--- config.mk ---
export PLATFORM = sky130hd
export DESIGN_NAME = dcache_ctrl
export DESIGN_NICKNAME = d
export VERILOG_FILES = /design/src/rtl/dcache_ctrl.sv
export SDC_FILE = /design/constraint.sdc
export NUM_CORES = 2
export LEC_CHECK = 0
export CAP_MARGIN = 20
export CELL_PAD_IN_SITES_DETAIL_PLACEMENT = 1
export CELL_PAD_IN_SITES_GLOBAL_PLACEMENT = 2
export CORE_MARGIN = 4
export CORE_UTILIZATION = 30
export CTS_BUF_LIST = sky130_fd_sc_hd__clkbuf_8
export DETAILED_ROUTE_END_ITERATION = 12
export PLACE_DENSITY = 0.67
export REMOVE_ABC_BUFFERS = 1
export SKIP_LAST_GASP = 1
export SLEW_MARGIN = 40
export SYNTH_ARGS = -nofsm -noshare
export SYNTH_HDL_FRONTEND = slang
export SYNTH_SLANG_ARGS = --single-unit
--- constraint.sdc ---
create_clock -name clk -period 12.8 [get_ports clk]
set_input_delay 1.92 -clock clk [delete_from_list [all_inputs] [get_ports clk]]
set_output_delay 1.92 -clock clk [all_outputs]
set_load 0.05 [all_outputs]
--- src/rtl/dcache_ctrl.sv ---
// Direct-mapped, write-back, write-allocate data cache controller.
// Misses stall the pipeline while whole 4-word lines move over a req/ack memory port.
module dcache_ctrl #(
  parameter int INDEX_BITS = 4
) (
  input  logic         clk,
  input  logic         rst,
  input  logic         cpu_req,
  input  logic         cpu_we,
  input  logic [31:0]  cpu_addr,
  input  logic [31:0]  cpu_wdata,
  output logic [31:0]  cpu_rdata,
  output logic         cpu_stall,
  output logic         mem_req,
  output logic         mem_we,
  output logic [31:0]  mem_addr,
  output logic [127:0] mem_wdata,
  input  logic [127:0] mem_rdata,
  input  logic         mem_ack
);
  localparam int TAG_BITS = 28 - INDEX_BITS;
  localparam int LINES    = 1 << INDEX_BITS;

  typedef enum logic [1:0] {IDLE, WRITEBACK, ALLOCATE} state_t;

  state_t state, state_next;

  logic [LINES-1:0]    valid;
  logic [LINES-1:0]    dirty;
  logic [TAG_BITS-1:0] tag_arr  [LINES];
  logic [127:0]        data_arr [LINES];

  logic [TAG_BITS-1:0]   req_tag;
  logic [INDEX_BITS-1:0] idx;
  logic [1:0]            offset;
  logic [127:0]          line;
  logic [127:0]          merged;
  logic                  hit;
  logic                  ack;
  logic                  fill;
  logic                  store_hit;
  logic                  addr_unused;

  assign req_tag     = cpu_addr[31:4+INDEX_BITS];
  assign idx         = cpu_addr[3+INDEX_BITS:4];
  assign offset      = cpu_addr[3:2];
  assign addr_unused = ^cpu_addr[1:0];

  assign line      = data_arr[idx];
  assign hit       = cpu_req & valid[idx] & (tag_arr[idx] == req_tag);
  // An ack only counts while a transaction is actually outstanding.
  assign ack       = mem_ack & mem_req;
  assign fill      = (state == ALLOCATE) & ack;
  assign store_hit = (state == IDLE) & hit & cpu_we;

  assign cpu_rdata = line[{offset, 5'b0} +: 32];

  always_comb begin
    merged = line;
    merged[{offset, 5'b0} +: 32] = cpu_wdata;
  end

  // Victim address during write-back, requested line otherwise; both stay
  // stable for the whole transaction because the CPU holds its request.
  assign mem_addr  = (state == WRITEBACK) ? {tag_arr[idx], idx, 4'b0}
                                          : {req_tag, idx, 4'b0};
  assign mem_wdata = line;

  always_comb begin
    state_next = state;
    cpu_stall  = 1'b0;
    case (state)
      IDLE: begin
        if (cpu_req && !hit) begin
          cpu_stall  = 1'b1;
          state_next = (valid[idx] && dirty[idx]) ? WRITEBACK : ALLOCATE;
        end
      end
      WRITEBACK: begin
        cpu_stall = 1'b1;
        if (ack) state_next = ALLOCATE;
      end
      ALLOCATE: begin
        cpu_stall = 1'b1;
        if (ack) state_next = IDLE;
      end
      default: state_next = IDLE;
    endcase
  end

  always_ff @(posedge clk or posedge rst) begin
    if (rst) begin
      state   <= IDLE;
      mem_req <= 1'b0;
      mem_we  <= 1'b0;
      valid   <= '0;
      dirty   <= '0;
    end else begin
      state   <= state_next;
      mem_req <= (state_next != IDLE);
      mem_we  <= (state_next == WRITEBACK);
      if (fill) begin
        valid[idx] <= 1'b1;
        dirty[idx] <= 1'b0;
      end else if (store_hit) begin
        dirty[idx] <= 1'b1;
      end
    end
  end

  // Tag and data arrays carry no reset; valid bits guard them.
  always_ff @(posedge clk) begin
    if (fill) begin
      tag_arr[idx]  <= req_tag;
      data_arr[idx] <= mem_rdata;
    end else if (store_hit) begin
      data_arr[idx] <= merged;
    end
  end

endmodule

==> metrics.yaml <==
status: "finished, final reports clean"
cap_viol_max_count: 0
critPathArrivalTime_ps: 6940
drt_iter0_drc: 4618
async_flop_share_pct: 1.459
fmax_mhz: 112.8
critPathKind: "in2out"
syn_to_final_growth_pct: 17.82
drt_first_pass_iters: 6
cp-end-kind: "output port"
synth_seq_area_share_pct: 74.94
post-place-ws_ps: 3808
power_density_nw_per_um2: 147.6
dieWidth_um: 581.5
worstSkewPairLatency_ps: 1050
grt_pass1_wl_um: 406900
rsz0062_at_grt: "false"
hold-worst-slack_ps: 471.5
post-cts-setup-buffers: 0
portBuffers: 385
start_kind: "primary input"
cts_tree: "built"
post-route-period-util_pct: 69.23
most-common-layout-cells: "edfxtp_1 (2432), mux4_2 (757), clkbuf_8 (416), clkdlybuf4s50_1 (376), inv_1 (277)"
power_mw: 17.16
grt_pass1_vias: 53270
crit_fanout: 43
hold_buffers: 0
synth.avg_cell_area_um2: 22.10
utilization_pct: 35.51
timing.final.ws_setup_ps: 3938
routabilityCongestion: 0.7185
synthCells: 4465
clkTransAtPathRegs_ps: 50
grt_max_degree: 122
drt_wl_total_um: 287400
post-route-cell-area_um2: 116200
hpwl_um: 160800
layout_commonest_cell: "edfxtp_1"
ys_warn_count: 0
hp-class: "reg2reg"
tightestPinTransition_ps: 868.1
die_area_um2: 338100
max-slew-margin-rel_pct: 42.13
rr_worst_depth: 12
syn_area_um2: 98660
antenna_found_initial: 29
synth_seq_cells: 2468
grt_overflow: 0
numCtsBuffers: 411
grt_use_total_pct: 16.73
finalHoldViolations: 0
cts-root-buf: "clkbuf_8"
ff2ff_setup_slack_ps: 6960
initial_core_util_pct: 30.13
finClkSkew_ps: 128.7
htree_levels: 5
vias: 49400
clockBufferDepth: 4
synth_flop_cell: "edfxtp_1"
worstPathRequired_ps: 10880
via_per_inst: 5.019
worstHoldEndpoint: "valid[4]$_DFFE_PP0P_"
vdd_ir_drop_max_mv: 0.08384
clock-sinks: 2468
p_leak_nw: 36.74
post-route-min-period_ps: 8862
die_h_um: 581.5
drtAntennaViolNets: 0
r2r_end: "data_arr[5][60]$_DFFE_PP_"
wl_per_cell_um: 29.20
min_path_cells: 1
final_nets: 5362
ioPinCount: 392
r2r-start: "tag_arr[11][6]$_DFFE_PP_"
dpl_cell_area_um2: 108600
rows: 210
cts_resized: 0
report.final.slew_viol_count: 0
setup_viol_count_final: 0
hp-start: "valid[4]$_DFFE_PP0P_"
drc: 0
synth_cell_types: 69
drive_above_1_share_pct: 28.34
coreArea_um2: 327400
synth_edf_count: 2432
## routing by layer
metal	GRT usage (%)	share of wire (%)	vias to the layer above
met5	0	0.0028	-
met4	5.365	2.9	2
met3	3.214	6.7	467
met2	27.28	49	1858
met1	22.61	42	26920
li1	-	-	20160
## synthesized netlist by cell type (all sizes together), types with 3 or more instances
cell type     n  area share, %
a21oi        12          0.061
a22oi        16           0.12
xor2          4          0.036
a22o          5          0.044
xnor2        26           0.23
o22a         15           0.13
dfrtp        36           0.91
o21ai       147           0.75
nand3         8          0.041
nor3         12          0.061
mux2        160            1.8
o22ai         8          0.051
nand2b        6          0.038
inv         147           0.56
and2          7          0.044
clkbuf      138           0.53
buf         112           0.70
o211ai        4          0.030
nand4         3          0.019
ha            9           0.11
nor2b         9          0.065
mux2i        81           0.83
mux4        757             17
or2          16           0.10
a211oi        5          0.038
nor2         64           0.24
nand2       176           0.67
edfxtp     2432             74
a31oi         3          0.019
a221oi        4          0.036
## registers in the layout, summed over array words and instances, names as in the netlist, named ones only
register	flops
state	2
tag_arr	384
mem_we	1
valid	16
mem_req	1
data_arr	2048
## cell families (layout without fill, tap and decap cells)
kind of cell             Yosys count  after routing  synth area share [%]
AND/OR/NAND/NOR                  314            314                 1.404
buffers and inverters            398           1403                 1.789
adder cells (fa/ha/maj)            9              9                0.1141
other                              1             28              0.003801
multiplexers                     998            998                 19.94
AO/OA/AOI/OAI                    247            247                 1.543
flip-flops                      2468           2468                 74.94
XOR/XNOR                          30             30                0.2663
## per-stage QoR
stage	std cells	setup TNS (ps)
after detailed placement	9084	0
final	9843	0
after global routing	9825	0
after floorplan	4218	-146300
after CTS	9814	0
after global placement	9071	0
## where the power goes
| group | total [mW] | switching, mW | internal (mW) |
|---|---|---|---|
| clock | 6.47 | 3.20 | 3.27 |
| sequential | 9.07 | 0.0377 | 9.03 |
| combinational | 1.62 | 1.03 | 0.594 |
## worst max path at each step
stage                                           end  cells after the start        start
after detailed placement                  cpu_stall                     12  cpu_addr[5]
after CTS                                 cpu_stall                     12  cpu_addr[4]
after floorplan           data_arr[14][0]$_DFFE_PP_                      9  cpu_addr[4]
after global placement                    cpu_stall                     12  cpu_addr[5]
final                                     cpu_stall                     12  cpu_addr[5]
after global routing                      cpu_stall                     13  cpu_addr[4]
## critical path, cell delays in order
cell             delay (ps)
buf_8                   290
buf_4                   550
mux4_2                  600
mux2i_4                 180
xnor2_1                 160
or3b_1                  440
or4_4                   450
a2111oi_1               760
nand2_1                 300
a31oi_1                 240
nor2_1                   80
clkdlybuf4s50_1         700
## layout make-up
type / instances / area [µm²]
timing repair buffer: 525 / 5517
clock buffer: 416 / 5725
tap: 4346 / 5438
multi-input combinational: 1602 / 23250
inverter: 148 / 558.0
fill: 32230 / 211100
sequential: 2468 / 73930
clock inverter: 314 / 1759
antenna: 24 / 60.06
(Power assumes the default switching activity.)
